<file path="config.mk">
export PLATFORM = sky130hd
export DESIGN_NAME = sequenciador_somas
export DESIGN_NICKNAME = d
export VERILOG_FILES = /design/src/rtl/sequenciador_somas_pkg.sv /design/src/rtl/sequenciador_somas_numeros_com_sinal.sv /design/src/rtl/sequenciador_somas.sv
export SDC_FILE = /design/constraint.sdc
export NUM_CORES = 1
export LEC_CHECK = 0
export ABC_CLOCK_PERIOD_IN_PS = 3150
export BUFFER_PORTS_ARGS = -buffer_cell sky130_fd_sc_hd__buf_2
export CAP_MARGIN = 5
export CORE_UTILIZATION = 54
export DETAILED_ROUTE_END_ITERATION = 10
export PLACE_DENSITY_LB_ADDON = 0.05
export SLEW_MARGIN = 15
export SYNTH_ARGS = -nofsm -noshare
export SYNTH_HDL_FRONTEND = slang
export SYNTH_SLANG_ARGS = --single-unit
</file>
<file path="constraint.sdc">
create_clock -name clk -period 3.15 [get_ports clk]
set_input_delay 0.4725 -clock clk [delete_from_list [all_inputs] [get_ports clk]]
set_output_delay 0.4725 -clock clk [all_outputs]
set_load 0.01 [all_outputs]
</file>
<file path="src/rtl/sequenciador_somas_pkg.sv">
// Shared definitions for the sum sequencer: FSM state encoding, adder
// operation codes and the helpers that walk the enable mask.
package sequenciador_somas_pkg;

  typedef enum logic [1:0] {
    OCIOSO  = 2'd0,
    EXECUTA = 2'd1,
    ENTREGA = 2'd2
  } estado_t;

  localparam logic [1:0] COD_SS  = 2'b00;  // A + sign-extended B
  localparam logic [1:0] COD_UU  = 2'b01;  // C + zero-extended D
  localparam logic [1:0] COD_US8 = 2'b10;  // C + A (A bits taken as unsigned)
  localparam logic [1:0] COD_US4 = 2'b11;  // C + zero-extended B

  // Index of the lowest set bit; returns 0 for an empty mask (caller checks).
  function automatic logic [1:0] bit_mais_baixo(input logic [3:0] m);
    logic [1:0] idx;
    idx = 2'd0;
    if (m[3]) idx = 2'd3;
    if (m[2]) idx = 2'd2;
    if (m[1]) idx = 2'd1;
    if (m[0]) idx = 2'd0;
    return idx;
  endfunction

  // Mask selecting the code positions strictly above position p.
  function automatic logic [3:0] bits_acima(input logic [1:0] p);
    logic [3:0] m;
    case (p)
      2'd0:    m = 4'b1110;
      2'd1:    m = 4'b1100;
      2'd2:    m = 4'b1000;
      default: m = 4'b0000;
    endcase
    return m;
  endfunction

endpackage

</file>
<file path="src/rtl/sequenciador_somas_numeros_com_sinal.sv">
// Shared mixed-sign adder. Purely combinational; every result is
// truncated to 8 bits and no carry or overflow is reported.
module numeros_com_sinal
  import sequenciador_somas_pkg::*;
(
  input  logic [7:0] entrada_signed_1,
  input  logic [3:0] entrada_signed_2,
  input  logic [7:0] entrada_unsigned_1,
  input  logic [3:0] entrada_unsigned_2,
  input  logic [1:0] codigo,
  output logic [7:0] saida
);

  // Select one of the four sums. Code 11 zero-extends B because the
  // original mixed expression evaluated as unsigned.
  always_comb begin
    saida = 8'h00;
    case (codigo)
      COD_SS:  saida = entrada_signed_1 + {{4{entrada_signed_2[3]}}, entrada_signed_2};
      COD_UU:  saida = entrada_unsigned_1 + {4'b0000, entrada_unsigned_2};
      COD_US8: saida = entrada_unsigned_1 + entrada_signed_1;
      COD_US4: saida = entrada_unsigned_1 + {4'b0000, entrada_signed_2};
      default: saida = 8'h00;
    endcase
  end

endmodule

</file>
<file path="src/rtl/sequenciador_somas.sv">
// Sum sequencer: accepts one operand set plus an enable mask, runs each
// enabled adder code once (one per cycle, disabled codes skipped), then
// presents all four results until the consumer takes them.
//
// Handshakes: a transfer happens on a rising edge where valid and ready
// are both high. cmd_pronto is high only in OCIOSO; resultado_valido is
// high only in ENTREGA. cmd_valido outside OCIOSO and resultado_pronto
// outside ENTREGA are ignored, nothing is buffered. estado exposes the
// FSM state for observation.
module sequenciador_somas
  import sequenciador_somas_pkg::*;
#(
  parameter int CONTADOR_W = 8
) (
  input  logic                  clk,
  input  logic                  rst,
  input  logic                  cmd_valido,
  output logic                  cmd_pronto,
  input  logic [7:0]            entrada_signed_1,
  input  logic [3:0]            entrada_signed_2,
  input  logic [7:0]            entrada_unsigned_1,
  input  logic [3:0]            entrada_unsigned_2,
  input  logic [3:0]            mascara,
  output logic                  resultado_valido,
  input  logic                  resultado_pronto,
  output logic [7:0]            saida_00,
  output logic [7:0]            saida_01,
  output logic [7:0]            saida_10,
  output logic [7:0]            saida_11,
  output logic [3:0]            executados,
  output logic [CONTADOR_W-1:0] lotes,
  output logic [1:0]            estado
);

  estado_t               estado_q, estado_d;
  logic [1:0]            ptr_q, ptr_d;
  logic [7:0]            a_q, a_d;
  logic [3:0]            b_q, b_d;
  logic [7:0]            c_q, c_d;
  logic [3:0]            d_q, d_d;
  logic [3:0]            exec_q, exec_d;
  logic [7:0]            saida_q [4];
  logic [7:0]            saida_d [4];
  logic [CONTADOR_W-1:0] lotes_q, lotes_d;
  logic [3:0]            resto;
  logic [7:0]            soma;

  // The adder always sees the latched operands; only the pointer changes.
  numeros_com_sinal u_somador (
    .entrada_signed_1   (a_q),
    .entrada_signed_2   (b_q),
    .entrada_unsigned_1 (c_q),
    .entrada_unsigned_2 (d_q),
    .codigo             (ptr_q),
    .saida              (soma)
  );

  // Next-state logic: accept, walk the mask one set bit per cycle, deliver.
  always_comb begin
    estado_d = estado_q;
    ptr_d    = ptr_q;
    a_d      = a_q;
    b_d      = b_q;
    c_d      = c_q;
    d_d      = d_q;
    exec_d   = exec_q;
    saida_d  = saida_q;
    lotes_d  = lotes_q;
    resto    = exec_q & bits_acima(ptr_q);
    case (estado_q)
      OCIOSO: begin
        if (cmd_valido) begin
          a_d    = entrada_signed_1;
          b_d    = entrada_signed_2;
          c_d    = entrada_unsigned_1;
          d_d    = entrada_unsigned_2;
          exec_d = mascara;
          for (int i = 0; i < 4; i++) saida_d[i] = 8'h00;
          ptr_d    = bit_mais_baixo(mascara);
          estado_d = (mascara == 4'b0000) ? ENTREGA : EXECUTA;
        end
      end
      EXECUTA: begin
        saida_d[ptr_q] = soma;
        if (resto == 4'b0000) begin
          estado_d = ENTREGA;
        end else begin
          ptr_d = bit_mais_baixo(resto);
        end
      end
      ENTREGA: begin
        if (resultado_pronto) begin
          lotes_d  = lotes_q + CONTADOR_W'(1);
          estado_d = OCIOSO;
        end
      end
      default: estado_d = OCIOSO;
    endcase
  end

  // State and datapath registers with synchronous reset.
  always_ff @(posedge clk) begin
    if (rst) begin
      estado_q <= OCIOSO;
      ptr_q    <= 2'd0;
      a_q      <= 8'h00;
      b_q      <= 4'h0;
      c_q      <= 8'h00;
      d_q      <= 4'h0;
      exec_q   <= 4'h0;
      for (int i = 0; i < 4; i++) saida_q[i] <= 8'h00;
      lotes_q  <= '0;
    end else begin
      estado_q <= estado_d;
      ptr_q    <= ptr_d;
      a_q      <= a_d;
      b_q      <= b_d;
      c_q      <= c_d;
      d_q      <= d_d;
      exec_q   <= exec_d;
      saida_q  <= saida_d;
      lotes_q  <= lotes_d;
    end
  end

  assign cmd_pronto       = (estado_q == OCIOSO);
  assign resultado_valido = (estado_q == ENTREGA);
  assign saida_00         = saida_q[0];
  assign saida_01         = saida_q[1];
  assign saida_10         = saida_q[2];
  assign saida_11         = saida_q[3];
  assign executados       = exec_q;
  assign lotes            = lotes_q;
  assign estado           = estado_q;

endmodule

</file>
### Word-level counts from Yosys, hierarchy flattened

Index checks and enable logic that the tools add are counted.

| cells by class | value |
|---|---|
| multiplexer cells | 23 |
| bitwise operators | 2 |
| reductions and logical operators | 11 |
| $add $sub $neg | 5 |
| magnitude comparators | 2 |
| equality and inequality tests | 9 |

Operators by type and width:

| kind | count |
|---|---|
| $pmux W32 S2 | 1 |
| $bwmux W32 | 1 |
| $mux W32 | 1 |
| $pmux W8 S4 | 1 |
| $mux W2 | 14 |
| $add A8 B4 Y8 | 2 |
| $add A8 B8 Y8 | 2 |
| $demux W8 S2 | 1 |
| $pmux W4 S3 | 1 |
| $add A8 B1 Y8 const B | 1 |
| $logic_not A4 Y1 | 2 |
| $mux W8 | 1 |
| $eq A2 B2 Y1 const B | 3 |
| $ne A2 B2 Y1 const B | 3 |
| $pmux W2 S3 | 1 |
| $reduce_and A2 Y1 | 3 |
| $reduce_and A3 Y1 | 2 |
| $and A4 B4 Y4 | 1 |
| $eq A2 B1 Y1 const B | 2 |
| $logic_not A2 Y1 | 2 |
| $pmux W2 S2 | 1 |
| $ge A3 B3 Y1 const B | 1 |
| $lt A3 B1 Y1 const B | 1 |
| $not A2 Y3 | 1 |
| 3 further kinds | 3 |

| word-level totals | value |
|---|---|
| bits in registers | 72 |
| logic and storage cells | 64 |
| output and inout bits | 48 |
| bits of input ports | 32 |

### Depth between registers and ports, before layout

| logic depth | value |
|---|---|
| depth after elaboration | 9 |
| depth in mapped cells | 12 |
| mapped depth without buffers | 10 |

### By module

Synthesis repeated with hierarchy kept, for this count alone.

| unflattened totals | value |
|---|---|
| cells, all modules | 450 |
| area, all modules | 3748.6 um2 |

Modules (own cells, without submodules):

| module | instances | seq. area each (um2) | cells an instance | area each (um2) |
|---|---|---|---|---|
| sequenciador_somas | 1 | 1441.4 | 340 | 2909.0 |
| numeros_com_sinal | 1 | 0.0 | 110 | 839.6 |

### Worst setup path after synthesis

OpenSTA, ideal clock, no wires.

| path | value |
|---|---|
| path kind | register to register |
| start | reg ptr_q[1] |
| end | reg saida_q (netlist bit saida_10[6]) |
| period minus slack after synthesis | 2.404 ns |
| required time | 3.033 ns |
| setup time | 0.117 ns |
| cell stages (with the launch flop) | 13 |
| path slack | 0.746 ns |
| arrival | 2.286 ns |
| buffers on the path | 2 |
| path through | dfxtp_1 > buf_2 > clkbuf_1 > nor2_1 > a21oi_1 > ha_1 > inv_1 > fa_1 > nor2b_1 > nor3_1 > o21ai_0 > xor2_1 > a32o_1 |

| between the ends | value |
|---|---|
| longest elaborated chain between the ends | 7 |
| elaborated cells on any way between the ends | 13 |
| those cells by class | order compare (2); eq/ne (3); mux (5); bitwise (1); reduce/logical (2) |

RTL lines:

| what | line | RTL |
|---|---|---|
| from (decl) | sequenciador_somas.sv:36 | `logic [1:0] ptr_q, ptr_d;` |
| from (signal assigned) | sequenciador_somas.sv:115 | `ptr_q <= ptr_d;` |
| $not A2 Y3 (implied by the code) | sequenciador_somas.sv:84 | `saida_d[ptr_q] = soma;` |
| $ge A3 B3 Y1 (implied by the code) or $lt A3 B1 Y1 (tied branches) | sequenciador_somas.sv:84 |  |
| $logic_and A1 B1 Y1 (implied by the code) | sequenciador_somas.sv:84 |  |
| $mux W8 (implied by the code) | sequenciador_somas.sv:84 |  |
| $demux W8 S2 | sequenciador_somas.sv:84 |  |
| $bwmux W32 (*) | sequenciador_somas.sv:84 |  |
| $pmux W32 S2 (*) | sequenciador_somas.sv:70 | `case (estado_q)` |
| to (signal assigned) | sequenciador_somas.sv:121 | `saida_q <= saida_d;` |
| to (decl) | sequenciador_somas.sv:42 | `logic [7:0] saida_q [4];` |

Mark *: on every way between the ends. The rest lies on a longest branch, timed or not.
A chain may end at the register's enable or synchronous reset.

### Final worst setup path

| path | value |
|---|---|
| start | reg ptr_q[0] |
| end | reg saida_q (netlist bit saida_11[6]) |

Same word-level chain as after synthesis.

==> key figures <==
Status
  – Status: complete, no violations

Logic synthesis
  – Number of enable flip-flop cells after synthesis: 0
  – Yosys reg bits: 72
  – Cells after Synth: between 400 and 500
  – Mapped Nets: 469
  – FFs w/ async S/R, synth: 0
  – Synth Cell Area: ~3400 um2
  – Library cell with the largest summed area after synthesis: dfxtp_1
  – Main area contributors after synthesis: dfxtp_1 (42%), a21oi_1 (8.2%), nand2_1 (8.0%)
  – Synth top area share: 0.420
  – Count leader, synth: nand2_1
  – Main synth FF type: dfxtp_1
  – Syn Area/Cell: just over 8 um2
  – Register area share after synthesis: 0.420
  – Commonest cells in the netlist: nand2_1 (73), dfxtp_1 (72), a21oi_1 (56), nor2_1 (42), nand3_1 (19)
  – Syn. warnings: 0
  – Synth unique cells: 46

Detailed routing
  – Via count: roughly 3200
  – Drt wl/cell: 14.1 um
  – DRT antenna net count: 0
  – Vias per inst: about 5.5
  – Initial drt markers: about 190
  – DRC viols: 0
  – Total wire length: 8.09 mm
  – Initial DRT Pass Iterations: 4

GRT
  – Total congestion overflow: 0
  – First-pass GRT wire length: 13.3 mm
  – Vias in the first global route: 2854
  – Largest net degree at the start of global routing: 38
  – Initial antenna violation count: 0
  – GRT Util Overall: 0.263

Pwr
  – Internal cell power: 1510 uW
  – Sw Share: 0.307
  – Peak VDD IR: between 400 and 500 uV
  – Overall power: 2170 uW
  – Net switching power: 668 uW
  – Clock share of power: 0.333
  – Cell Pwr Density: about 540 nW/um2
  – Static leakage: 0.00182 uW
  – Sequential power share: 0.468
  – Combinational Power Share: 0.199

Clock tree
  – Hold_buf cts: 0
  – CTS Buffer Depth: 2
  – Clk_lat worst skew: 0.35 ns
  – Cts bufs inserted: 9
  – # Post-CTS Setup Buffers: 0
  – Post-cts sizing count: 0
  – CTS Root Cell: clkbuf_8
  – Num Clock Sinks: 72
  – CTS tree: yes
  – H-tree levels: 3
  – Worst-path clk slew: roughly 0.080 ns

Hold path
  – Critical hold path startpoint: entrada_signed_1[7]
  – Cells on Worst Hold Path: 3
  – Hold Crit Class: input pin to register

STA
  – Setup_tns: 0 ns
  – Setup-failing EPs final: 0
  – Slew @ Worst Pin: roughly 0.66 ns
  – Fin. max-slew vios: 0
  – Slew HR: 0.557
  – F_max: roughly 370 MHz
  – Fin crit period: ~2.7 ns
  – Final Hold Vio Count: 0
  – Clk_skew: slightly above 0.01 ns
  – Final period util: 0.851
  – RSZ-0062 raised after global routing: false

Setup path
  – Crit path DAT: a little under 3 ns
  – R2r startpoint: ptr_q[0]
  – Max FO, Critical Path: 17
  – Crit end category: register
  – Worst endpoint required time: 3.45 ns
  – CP Class: register to register
  – Worst reg2reg path depth: 10
  – Nature of the critical path startpoint: register
  – CP Launch Point: ptr_q[0]

Final layout
  – Fill cells: approximately 570
  – Antenna Cells: 0
  – # nets final: between 500 and 600
  – Share of cells above drive strength 1: 0.209
  – Area grow syn2layout: 18.1%

Placed design
  – GPL Wtd Cong: 0.922
  – Post-DP HPWL: between 5 and 6 mm
  – Port bufs: 79

Floorplanning
  – Die W: roughly 82 um
  – Starting Density: 0.569
  – FP Rows: 28
  – Core Area: between 6000 and 7000 um2
  – Num ports: 80
  – Die Area: ~6700 um2
  – Die height: 81.7 um

Job
  – Max cap viols: 0
placed cells by master (no fill, tap or decap), types with 4 or more instances in the layout:
master,synthesis,final
nor3_1,6,6
nor2_1,42,42
nand4_1,4,4
a21oi_1,56,56
nand2b_1,4,4
xnor2_1,7,7
xor2_1,10,10
dfxtp_1,72,72
ha_1,15,15
and2_1,4,4
a21o_1,5,5
inv_1,7,7
nand3_1,19,19
clkbuf_8,0,10
a32o_1,4,4
buf_4,3,4
a22oi_1,8,8
a22o_1,4,4
o21ai_0,13,13
buf_2,6,79
mux2i_1,5,5
nor2b_1,4,4
nand2_1,73,73
power by group through the flow:
stage	combinational, uW	sequential [uW]	clock [uW]
after detailed placement	430	1040	0
after CTS	434	1020	738
after global routing	488	1030	769
after global placement	423	1040	0
final	434	1020	723
after floorplan	324	1020	0
logic make-up (layout without fill, tap and decap cells):
kind of cell    count (synthesis)  after routing  share of synthesized area
fa+ha+maj                      17             17                     0.0664
buf+inv                        29            107                     0.0372
flops                          72             72                      0.420
compound gates                109            109                      0.195
xor+xnor                       17             17                     0.0434
mux                             5              5                     0.0146
simple gates                  171            171                      0.224
routing by layer:
metal	wire length (um)	track usage	up-vias
li1	-	-	1615
met1	3950	0.355	1422
met2	3580	0.406	108
met3	458	0.0600	11
met4	111	0.102	0
met5	0	0	-
registers in the layout, summed over array words and instances (netlist names):
name        count
a_q             8
c_q             8
lotes           8
saida_00        8
saida_01        8
saida_10        8
saida_11        8
b_q             4
d_q             4
executados      4
estado          2
ptr_q           2
final cells by class:
cell class	instances	area (um2)	area share
inverters	8	30.0	0.00741
flip-flops and latches	72	1440	0.356
clock buffers	11	141	0.0349
repair buffers	83	425	0.105
multi-input cells	319	1860	0.460
well taps	75	93.8	0.0232
clock inverters	5	56.3	0.0139
critical path, stage by stage, from the launching register on:
cell and delay [ns]:
dfxtp_1 0.74, mux2i_1 0.15, a21oi_1 0.17, ha_1 0.20, inv_1 0.06, fa_1 0.39
nor2b_1 0.15, nor3_1 0.06, o21ai_0 0.21, xor2_1 0.29, a22o_1 0.20
path summary, 6_finish.rpt:
check | end | slack, ns
hold reg to reg | executados[0] | 0.46
setup / recovery | saida_11[6] | 0.47
hold / removal | a_q[7] | 0.36
setup reg to reg | saida_11[6] | 0.47
through the flow:
stage	hold slack (ns)	cell area, um2	instances	util	setup slack (ns)
6_report	0.357	4050	573	0.672	0.469
5_1_grt	0.365	4050	573	0.672	0.206
4_1_cts	0.347	4050	573	0.672	0.485
3_5_place_dp	0.448	3850	557	0.639	0.494
3_3_place_gp	0.443	3850	557	0.639	0.575
2_1_floorplan	0.436	3430	420	-	0.746
Power figures use the tool's default switching activity.
